==> config.mk <==
export PLATFORM = sky130hd
export DESIGN_NAME = mul_issue_ctrl
export DESIGN_NICKNAME = d
export VERILOG_FILES = /design/src/rtl/m_ext_pkg.sv /design/src/rtl/mul_issue_ctrl.sv
export SDC_FILE = /design/constraint.sdc
export NUM_CORES = 1
export LEC_CHECK = 0
export CELL_PAD_IN_SITES_DETAIL_PLACEMENT = 0
export CELL_PAD_IN_SITES_GLOBAL_PLACEMENT = 1
export CORE_MARGIN = 2
export CORE_UTILIZATION = 33
export DETAILED_ROUTE_END_ITERATION = 6
export HOLD_SLACK_MARGIN = 0.15
export PLACE_DENSITY_LB_ADDON = 0.1
export SETUP_SLACK_MARGIN = 0.1
export SYNTH_ARGS = -nofsm -noshare
export SYNTH_HDL_FRONTEND = slang
export SYNTH_SLANG_ARGS = --single-unit
==> constraint.sdc <==
create_clock -name clk -period 4.5 [get_ports clk]
set_input_delay 0.9 -clock clk [delete_from_list [all_inputs] [get_ports clk]]
set_output_delay 0.9 -clock clk [all_outputs]
set_load 0.02 [all_outputs]
==> src/rtl/m_ext_pkg.sv <==
// Shared RV32M decode definitions: funct3/funct7 encodings, multiplier opcodes
// and the issue-controller state encoding.
package m_ext_pkg;

  typedef enum logic [1:0] {
    MUL    = 2'b00,
    MULH   = 2'b01,
    MULHSU = 2'b10,
    MULHU  = 2'b11
  } mul_op_e;

  localparam logic [2:0] F3_MUL    = 3'b000;
  localparam logic [2:0] F3_MULH   = 3'b001;
  localparam logic [2:0] F3_MULHSU = 3'b010;
  localparam logic [2:0] F3_MULHU  = 3'b011;
  localparam logic [2:0] F3_DIV    = 3'b100;
  localparam logic [2:0] F3_DIVU   = 3'b101;
  localparam logic [2:0] F3_REM    = 3'b110;
  localparam logic [2:0] F3_REMU   = 3'b111;

  localparam logic [6:0] FUNCT7_MEXT = 7'b0000001;

  typedef enum logic [2:0] {
    IDLE  = 3'd0,
    ISSUE = 3'd1,
    WAIT  = 3'd2,
    RESP  = 3'd3,
    DRAIN = 3'd4
  } mic_state_e;

  // Divide/remainder encodings never reach this: callers gate on funct3[2].
  function automatic mul_op_e decode_mul_op(input logic [2:0] funct3);
    case (funct3)
      F3_MUL:    return MUL;
      F3_MULH:   return MULH;
      F3_MULHSU: return MULHSU;
      default:   return MULHU;
    endcase
  endfunction

endpackage

==> src/rtl/mul_issue_ctrl.sv <==
// EX-stage issue/retire controller for RV32M multiplies: latches operands,
// starts the iterative multiplier, stalls the front end and retires the result.
module mul_issue_ctrl
  import m_ext_pkg::*;
#(
  parameter int TIMEOUT_CYCLES = 64
) (
  input  logic        clk,
  input  logic        rst,
  input  logic        ex_valid,
  input  logic        ex_is_mext,
  input  logic [2:0]  ex_funct3,
  input  logic [31:0] ex_rs1_val,
  input  logic [31:0] ex_rs2_val,
  input  logic [4:0]  ex_rd,
  input  logic        flush,
  output logic        stall_ex,
  output logic        startM,
  output logic [1:0]  mul_opcode,
  output logic [31:0] operand1,
  output logic [31:0] operand2,
  input  logic        done,
  input  logic [31:0] result_multiply,
  output logic        wb_valid,
  output logic [4:0]  wb_rd,
  output logic [31:0] wb_data,
  output logic        busy,
  output logic        timeout_err
);

  localparam int CNT_W = (TIMEOUT_CYCLES > 1) ? $clog2(TIMEOUT_CYCLES) : 1;
  localparam logic [CNT_W-1:0] CNT_LAST = CNT_W'(TIMEOUT_CYCLES - 1);

  mic_state_e       state;
  logic [CNT_W-1:0] wait_cnt;
  logic [4:0]       rd_q;
  logic             acc;
  logic             cnt_expired;

  assign acc         = ex_valid & ex_is_mext & ~ex_funct3[2] & ~flush;
  assign cnt_expired = (wait_cnt == CNT_LAST);
  assign busy        = (state != IDLE);

  // In DRAIN a new multiply must wait until the old one finishes, otherwise it
  // would be issued into a multiplier that is still busy.
  always_comb begin
    stall_ex = 1'b0;
    case (state)
      IDLE:    stall_ex = acc;
      ISSUE:   stall_ex = 1'b1;
      WAIT:    stall_ex = 1'b1;
      DRAIN:   stall_ex = acc;
      default: stall_ex = 1'b0;
    endcase
  end

  always_ff @(posedge clk or posedge rst) begin
    if (rst) begin
      state       <= IDLE;
      wait_cnt    <= '0;
      rd_q        <= '0;
      startM      <= 1'b0;
      mul_opcode  <= '0;
      operand1    <= '0;
      operand2    <= '0;
      wb_valid    <= 1'b0;
      wb_rd       <= '0;
      wb_data     <= '0;
      timeout_err <= 1'b0;
    end else begin
      // NOTE: strobes default low here so each is a single-cycle pulse; the
      // case below only raises them on the transition that owns them.
      startM   <= 1'b0;
      wb_valid <= 1'b0;

      case (state)
        IDLE: begin
          if (acc) begin
            operand1   <= ex_rs1_val;
            operand2   <= ex_rs2_val;
            mul_opcode <= decode_mul_op(ex_funct3);
            rd_q       <= ex_rd;
            startM     <= 1'b1;
            state      <= ISSUE;
          end
        end

        ISSUE: begin
          wait_cnt <= '0;
          state    <= flush ? DRAIN : WAIT;
        end

        // A completion in the same cycle as a flush still retires.
        WAIT: begin
          if (done) begin
            wb_data  <= result_multiply;
            wb_rd    <= rd_q;
            wb_valid <= 1'b1;
            state    <= RESP;
          end else if (flush) begin
            state <= DRAIN;
          end else if (cnt_expired) begin
            timeout_err <= 1'b1;
            state       <= IDLE;
          end else begin
            wait_cnt <= wait_cnt + 1'b1;
          end
        end

        RESP: state <= IDLE;

        // The multiplier cannot be cancelled; swallow its result. The counter
        // keeps running from WAIT so the whole operation stays bounded.
        DRAIN: begin
          if (done) begin
            state <= IDLE;
          end else if (cnt_expired) begin
            timeout_err <= 1'b1;
            state       <= IDLE;
          end else begin
            wait_cnt <= wait_cnt + 1'b1;
          end
        end

        default: state <= IDLE;
      endcase
    end
  end

endmodule

Yosys cells after proc, flatten, opt, wreduce, memory -nomap -nowiden
Index checks and enable logic that the tools add are counted.

Register bits after elaboration: 120. Input bits: 110. Output and inout port bits: 108.

Add/subtract/negate cells: 1. Eq/ne operators: 10. Mux-type cells: 23. Bitwise logic cells: 5. Reductions and logical operators: 11.

Operators by type and width (number): $mux W6 (4); $mux W3 (6); $pmux W6 S3 (1); $pmux W3 S4 (1); $mux W1 (8); $ne A2 B2 Y1 const B (4); $reduce_and A4 Y1 (2); $add A6 B1 Y6 const B (1); $eq A3 B1 Y1 const B (2); $eq A3 B2 Y1 const B (2); $eq A6 B6 Y1 const B (1); $logic_not A3 Y1 (2); $pmux W2 S3 (1); $reduce_bool A3 Y1 (2); $pmux W1 S2 (2); $reduce_and A2 Y1 (2); $reduce_or A2 Y1 (2); $and A1 B1 Y1 (3); $eq A3 B3 Y1 const B (1); $not A1 Y1 (2); $reduce_bool A2 Y1 (1).

Logic depth before layout (Yosys ltp)
Word-level depth: 5. Depth in mapped cells: 6. Mapped depth without buffers: 5.

Worst setup path before layout
OpenSTA, ideal clock, no wires.

Path kind: input to output. Start: in ex_funct3[2]. End: out stall_ex. Data arrival time: 1840 ps. Data required time: 3600 ps. Path slack: 1760 ps. Stages on the path: 4. Buffers on the path: 0. Cells stage by stage: nor4b_2 and2_1 nor2_1 o21ai_0.

Word-level cells in the longest chain between the ends: 4.

RTL lines: from (decl) (line mul_issue_ctrl.sv:12) `input logic [2:0] ex_funct3,`; $not A1 Y1 (line mul_issue_ctrl.sv:40) `assign acc = ex_valid & ex_is_mext & ~ex_funct3[2] & ~flush;`; $and A1 B1 Y1 (2 in a row) (line mul_issue_ctrl.sv:40); $pmux W1 S2 (line mul_issue_ctrl.sv:48) `case (state)`; to (decl) (line mul_issue_ctrl.sv:17) `output logic stall_ex,`.

Every way passes these cells.

Final worst setup path
Start: in flush. End: out stall_ex.

Word-level cells in the longest chain between the ends: 3.

RTL lines: from (decl) (line mul_issue_ctrl.sv:16) `input logic flush,`; $not A1 Y1 (line mul_issue_ctrl.sv:40); $and A1 B1 Y1 (line mul_issue_ctrl.sv:40); $pmux W1 S2 (line mul_issue_ctrl.sv:48).

Every way passes these cells.

==> reports/metrics.csv <==
metric;value;unit
status;finished, final reports clean;
start_util;33.8;%
synth_top_family_by_area;multiplexers;
rrSetupSlack;1.86;ns
wl_per_cell;16.4;um
drt-total-wl;12000;um
syn_nets;423;
synth-seq-cells;120;
path_class;in -> out;
dp_slack;0.689;ns
cts_sinks;120;
synth_edf_count;0;
die_height;126;um
use_met3;7.60;%
grt_pass1_wl;19400;um
finalWeightedCongestion;0.752;
synth-compound-area-share;2.82;%
synth_ff_type;dfrtp_1;
synth.yosys.seq_area_share;61.1;%
hold_buffers;0;
tightest_slew;0.898;ns
p_leak;0.00352;uW
grt_overflow;0;
async_flop_share;100;%
grt.busiest_layer;met2;
crit_chain;clkdlybuf4s50_1 > nor4b_2 > and2_1 > nor2_1 > o21ai_0 > clkdlybuf4s50_1;
diodes;0;
root_buffer;clkbuf_16;
post_cts.repair.setup_buffers;0;
drc;0;
whs_endpoint;timeout_err;
path_buf_inv;2;
die-area;0.0159;sq mm
met2_usage;24.3;%
cts_tree;built;
io_buffers;217;
reg2reg_depth;4;
yosys_warnings;0;
finalCritPeriodShare;84.4;%
drv_slew;0;
cap_violations;0;
cp.required;3.60;ns
finalPower;5830;uW
met1_usage;19.3;%
synthSimpleGateAreaFrac;4.20;%
htree_levels;4;
synth_mux_area_share;28.9;%
final_common_cell;clkdlybuf4s50_1;
slowest_stage;clkdlybuf4s50_1;
grt_pass1_vias;3639;
syn_inst;312;
reg2reg_to;operand1[21];
ios;218;
rows;44;
power_density;743;mW/mm^2
reg2reg_from;state[1];
coreArea;0.0145;sq mm
drt_first_pass_iters;4;
hold_violations;0;
setup-violations-final;0;
synth_cell_types;32;
fin_tns_setup;0;ns
relSlewSlack;40.1;%
clock.fmax;263;MHz
synth_xor_area_share;0.178;%
hpwl;8400;um
post_cts_resized;0;
ant_nets;0;
initialDrtViolationCount;152;
endpoint_kind;output pin;
vias;3332;
cp.arrival;2.90;ns
crit_family;buffers and inverters;
start_kind;primary input;
rsz0062_at_grt;false;
areaGrowthSynthToFinish;59.5;%
insertion_delay;0.41;ns
finalWorstSetupSlack;0.702;ns
die_w;126;um
clk_path_buf_depth;2;
min-delay-path-class;reg -> reg;
layout_common_cells;clkdlybuf4s50_1 (217), dfrtp_1 (120), mux2_4 (55);
final_nets;646;
grt_max_degree;70;
cp_common_cell;clkdlybuf4s50_1;
max-vdd-ir-drop;364;uV
fin_crit;3.80;ns
drive_above_1_share;26.0;%
cts-buffers-inserted;17;
drt-vias-per-instance;4.56;
grt_usage;15.7;%
whs;0.469;ns
synthesis.area;0.00492;sq mm
antenna_found_initial;0;
syn_avg_cell_area;15.8;sq um
hold_start;timeout_err;
synth-adder-area-share;0.254;%
path_max_fanout;6;
clock_skew;0.00761;ns
clk_pin_slew;0.05;ns
holdPathStages;1;
slowest_delay;0.65;ns
worst max path at each step:
stage	startpoint	cells after the start	endpoint
5_1_grt	flush	6	stall_ex
6_report	flush	6	stall_ex
3_3_place_gp	flush	6	stall_ex
2_1_floorplan	rst	1	mul_opcode[0]
4_1_cts	flush	6	stall_ex
3_5_place_dp	flush	6	stall_ex
area by class of cell:
class                   instances  area [sq um]
multi-input cells             174          1800
inverters                       3          13.8
well taps                     184           230
clock buffers                  22           484
repair buffers                219          2210
fillers                      1241          6690
clock inverters                 9          97.6
flip-flops and latches        120          3000
synth_stat cells (2+ instances only):
| library cell | count | area (sq um) |
|---|---|---|
| dfrtp_1 | 120 | 3000 |
| mux2_4 | 55 | 826 |
| mux2_2 | 51 | 574 |
| nand2_1 | 12 | 45.0 |
| nor2_1 | 12 | 45.0 |
| o21ai_0 | 10 | 50.1 |
| buf_2 | 6 | 30.0 |
| buf_6 | 6 | 67.6 |
| nand3_1 | 4 | 20.0 |
| nor3_1 | 4 | 20.0 |
| inv_1 | 3 | 11.3 |
| a21o_1 | 2 | 15.0 |
| a21oi_1 | 2 | 10.0 |
| a22oi_1 | 2 | 15.0 |
| and3_1 | 2 | 12.5 |
| buf_4 | 2 | 15.0 |
| mux2i_1 | 2 | 20.0 |
| nor2b_1 | 2 | 12.5 |
| nor3b_1 | 2 | 15.0 |
metal layers:
| layer | wire length (um) | part of all wire (%) |
|---|---|---|
| met1 | 5070 | 42 |
| met2 | 5810 | 48 |
| met3 | 1020 | 8.5 |
| met4 | 106 | 0.88 |
| met5 | 0 | 0 |
kinds of logic (layout without fill, tap and decap cells):
kind of cell | Yosys count | in the layout
flip-flops | 120 | 120
multiplexers | 108 | 108
AND/OR/NAND/NOR | 42 | 42
AO/OA/AOI/OAI | 22 | 22
buffers and inverters | 18 | 253
adder cells (fa/ha/maj) | 1 | 1
XOR/XNOR | 1 | 1
metrics by stage:
step / std cells / cell area, sq um / util, %
6_report: 731 / 7840 / 54.0
3_3_place_gp: 700 / 7260 / 49.9
2_1_floorplan: 312 / 4920 / -
3_5_place_dp: 700 / 7260 / 49.9
4_1_cts: 731 / 7840 / 54.0
5_1_grt: 731 / 7840 / 54.0
flip-flops by register name (all words and copies together), names as in the netlist:
register and cells:
mul_opcode 2, wait_cnt 6, state 3, wb_data 32
wb_valid 1, rd_q 5, timeout_err 1, operand1 32
startM 1, wb_rd 5, operand2 32
report_power, final:
group	switching [uW]	internal [uW]	total (uW)
Sequential	300	1590	1890
Combinational	1130	1470	2610
Clock	462	863	1330
Power figures use the tool's default switching activity.
==> variant 1: new RTL, config.mk and constraints unchanged <==
The 5 states of `mic_state_e` get a one-hot encoding in 5 bits.
--- a/src/rtl/m_ext_pkg.sv
+++ b/src/rtl/m_ext_pkg.sv
@@ -22,8 +22,8 @@
 
-  typedef enum logic [2:0] {
-    IDLE  = 3'd0,
-    ISSUE = 3'd1,
-    WAIT  = 3'd2,
-    RESP  = 3'd3,
-    DRAIN = 3'd4
+  typedef enum logic [4:0] {
+    IDLE  = 5'b00001,
+    ISSUE = 5'b00010,
+    WAIT  = 5'b00100,
+    RESP  = 5'b01000,
+    DRAIN = 5'b10000
   } mic_state_e;
Formal check against the unedited RTL: no difference found for any inputs over 10 cycles, from zero or initial values and one cycle with rst high; not proved beyond that.
==> variant 1 against the original RTL <==
Maximum frequency up 2.3%. Cell area rose by 0.18%. Critical endpoint unchanged. Worst setup slack gained 86 ps. Non-clock buffer count is 2 higher. Highest routed layer unchanged. Critical path depth did not move. Synthesized area fell by 0.38%. Sequential cell count increased by 2. Routed wire length grew 10%.
Power is not compared: it rests on default switching activity, and its combinational part moved more than twofold at a synthesized area within 25%.
==> variant 1: results (changes against the original RTL) <==
largest net degree at the start of global routing=76 (+8.6%); Hold WS=467 ps (-2.41 ps); Synth Net Count=563 (+33%); setup violators final=0 (unchanged); R2R depth=4 (unchanged); Ys Warns=0 (unchanged); first-pass GRT wire length=21200 um (+9.4%); Post-CTS Resized=0 (unchanged); vias in the first global route=4129 (+13%); CP Max Fanout=5 (-1); gpl congestion=0.806 (+7.3%); Setup WS pre-CTS=774 ps (+84.8 ps); hold_sp=operand2[30]; share of layout cells above drive strength 1=0.115 (-0.144); Seq/Total Area, Yosys=0.623 (+0.0128); Root Buffer=clkbuf_16; ANT cells=0 (unchanged); Area contributors post-synth=dfrtp_1, nand2_1, mux2_4; CP delay by family, top=buffers and inverters; hold path cells=2 (+1); Post-synth top cells=nand2_1, dfrtp_1, mux2_4, mux2_2, buf_2; Detail Placement HPWL=9190 um (+9.4%); Iter 0 DRT Violations=247 (+63%); Critical Path Max Stage Delay=640 ps; nets@finish=784 (+21%); FILL cells=1268 (+2.2%); Least-Margin Pin Slew=820 ps (-78.1 ps); reg2reg start=state[1]; Max clock buf depth=2 (unchanged); R2R Setup Slk=2180 ps (+320 ps); clk_skew=12.1 ps (+4.52 ps); cts bufs inserted=17 (unchanged); post-synth cell types=40 (+25%); maximum level of the CTS H-tree=4 (unchanged); Post-CTS Repair Setup Buffers=0 (unchanged); initial antenna violation count=0 (unchanged); VDD IR max=318 uV; outcome=completed; DR WL/cell=15.2 um (-7.5%); All-Layer GR Usage=0.172 (+0.0152); vias post-DR=3978 (+19%); dpl cell area=7210 um^2 (-0.62%); Hold WC Path Type=flip-flop to flip-flop; worst r2r dst=wb_data[31]; Worst path slowest cell=clkdlybuf4s50_1; sink of the worst hold path=operand2[30]; WP data arrival=2810 ps (-90 ps)
-- variant 1: how the worst max path moves through the flow --
stage                from            end  slack, ps  cells after the start
floorplan             rst  mul_opcode[0]        360                      1
global placement    flush       stall_ex        800                      6
detailed placement  flush       stall_ex        770                      6
CTS                 flush       stall_ex        770                      6
global route        flush       stall_ex        710                      6
finish              flush       stall_ex        790                      6
-- variant 1: power by group --
group,internal (mW),switching [mW],leakage [nW],total (mW)
registers,1.26,0.0866,1.55,1.35
logic,0.404,0.383,1.83,0.788
clock network,0.998,0.458,0.317,1.46
-- variant 1: cells by family (layout without fill, tap and decap cells) --
kind of cell             Yosys count  in the layout  synth area share
adder cells (fa/ha/maj)            1              1           0.00255
AO/OA/AOI/OAI                     18             18            0.0243
buffers and inverters             23            257            0.0299
AND/OR/NAND/NOR                  247            247             0.212
flip-flops                       122            122             0.623
multiplexers                      41             41             0.108
-- variant 1: metal layers --
| layer | up-vias | GRT usage | part of all wire |
|---|---|---|---|
| met5 | - | 0 | 0 |
| met4 | 0 | 0.0750 | 0.021 |
| met3 | 18 | 0.0637 | 0.075 |
| met2 | 153 | 0.267 | 0.46 |
| met1 | 1907 | 0.217 | 0.44 |
| li1 | 1900 | - | - |
-- variant 1: stage by stage --
step           total power, mW  cells
2_1_floorplan             1.70    452
6_report                  3.59    870
4_1_cts                   3.64    870
3_3_place_gp              2.14    838
5_1_grt                   3.76    870
3_5_place_dp              2.16    838
-- variant 1: layout make-up --
cell class | instances | area (um^2) | area share
clock inverter | 7 | 135 | 0.0172
inverter | 4 | 17.5 | 0.00223
tap | 184 | 230 | 0.0293
timing repair buffer | 221 | 2210 | 0.282
sequential | 122 | 3050 | 0.389
clock buffer | 25 | 505 | 0.0644
multi-input combinational | 307 | 1700 | 0.216
-- variant 1: tightest hold or removal path: stages, from the launching register on --
cell and delay [ps]:
dfrtp_1 330, nand2_1 50, nand2_1 50
==> variant 2: new RTL, config.mk and constraints unchanged <==
Made on the original files. `TIMEOUT_CYCLES`: 64 -> 128.
--- a/src/rtl/mul_issue_ctrl.sv
+++ b/src/rtl/mul_issue_ctrl.sv
@@ -5,3 +5,3 @@
 #(
-  parameter int TIMEOUT_CYCLES = 64
+  parameter int TIMEOUT_CYCLES = 128
 ) (
Check against the original RTL: no difference found for any inputs over 10 cycles, from zero or initial values and one cycle with rst high; that may be too few to reach the edited logic, so the function may still have changed.
==> variant 2 against the original RTL <==
Global-route usage is 0.19 points lower. Sequential share of layout area up 1.7 points. Worst setup slack improved by 350 ps. Cell area shrank 3.5%. Power down 6.3%. Sequential cell count grew 1. Synthesized area shrank 5.0%. Routed wire length down 3.9%. Critical path depth decreased by 1. Die area shrank 4.8%. Largest cell class unchanged.
==> variant 2: results (changes against the original RTL) <==
Setup WS pre-CTS=1040 ps (+354 ps); FILL cells=1193 (-3.9%); Seq/Total Area, Yosys=0.648 (+0.0372); reg2reg start=state[2]; Hold WC Path Type=flip-flop to flip-flop; worst r2r dst=wait_cnt[4]; final non-filler cell total=718 (-1.8%); met2 layer usage reported by global route=0.242 (-0.000797); WP data arrival=2550 ps (-350 ps); GR Util met1=0.167 (-0.0258); Syn Inst Count=304 (-2.6%); xor and xnor area share after synthesis=0 (-0.00178); share of layout cells above drive strength 1=0.257 (-0.00309); largest net degree at the start of global routing=76 (+8.6%); Area contributors post-synth=dfrtp_1, mux2_2, buf_2; global routing met3 resource utilization=0.0950 (+0.0190); clk_skew=4.16 ps (-3.45 ps); All-Layer GR Usage=0.155 (-0.00189); vias post-DR=3300 (-0.96%); first drt pass iteration count=4 (unchanged); complex-gate fraction of the synthesized area=0.0257 (-0.00254); Synth Net Count=415 (-1.9%); Iter 0 DRT Violations=103 (-32%); portion of netlist area occupied by mux cells=0.264 (-0.0248); post-synth cell types=34 (+6.3%); Worst slew margin=0.372 (-0.0290); adder and majority gate portion of the synthesized area=0.00268 (+0.000133); vias in the first global route=3384 (-7.0%); post-synthesis async set-or-reset flop share=1.00 (unchanged); CP Max Fanout=5 (-1); VDD IR max=303 uV (-17%); dpl cell area=7050 um^2 (-2.9%); Yosys reg bits=121 (+0.83%); outcome=completed; cts bufs inserted=17 (unchanged); Routed Wire Length=11500 um (-3.9%); dpl cells=690 (-1.4%); Post-synth top cells=dfrtp_1, mux2_2, nand2_1, buf_2, nor2_1; Critical Path Max Stage Delay=630 ps (-20 ps); Detail Placement HPWL=8390 um (-0.20%)
[variant 2: changes by cell type in the layout (fill, tap and decap cells not counted), sizes merged, moves of 3 or more]
cell   before  now
nor2       12    7
o21ai      10    3
inv         3    6
nand2      12    9
[variant 2: final cells by class]
class	count	area share
repair buffers	221	0.293
clock inverters	4	0.00265
flip-flops and latches	121	0.400
multi-input cells	162	0.206
clock buffers	24	0.0650
well taps	180	0.0298
inverters	6	0.00331
[variant 2: stage by stage]
stage	util	hold slack, ps
finish	0.545	484
global route	0.545	500
CTS	0.545	493
detailed placement	0.508	478
global placement	0.508	466
floorplan	-	448
[variant 2: power breakdown]
part	switching [mW]	internal (mW)	total, mW
clock	0.431	0.744	1.17
sequential	0.268	1.60	1.87
combinational	1.10	1.31	2.41
[variant 2: layer usage]
layer	wire, um	up-vias	part of all wire
li1	-	1523	-
met2	5480	146	0.48
met5	0	-	0
met4	212	0	0.018
met3	1550	18	0.13
met1	4290	1613	0.37
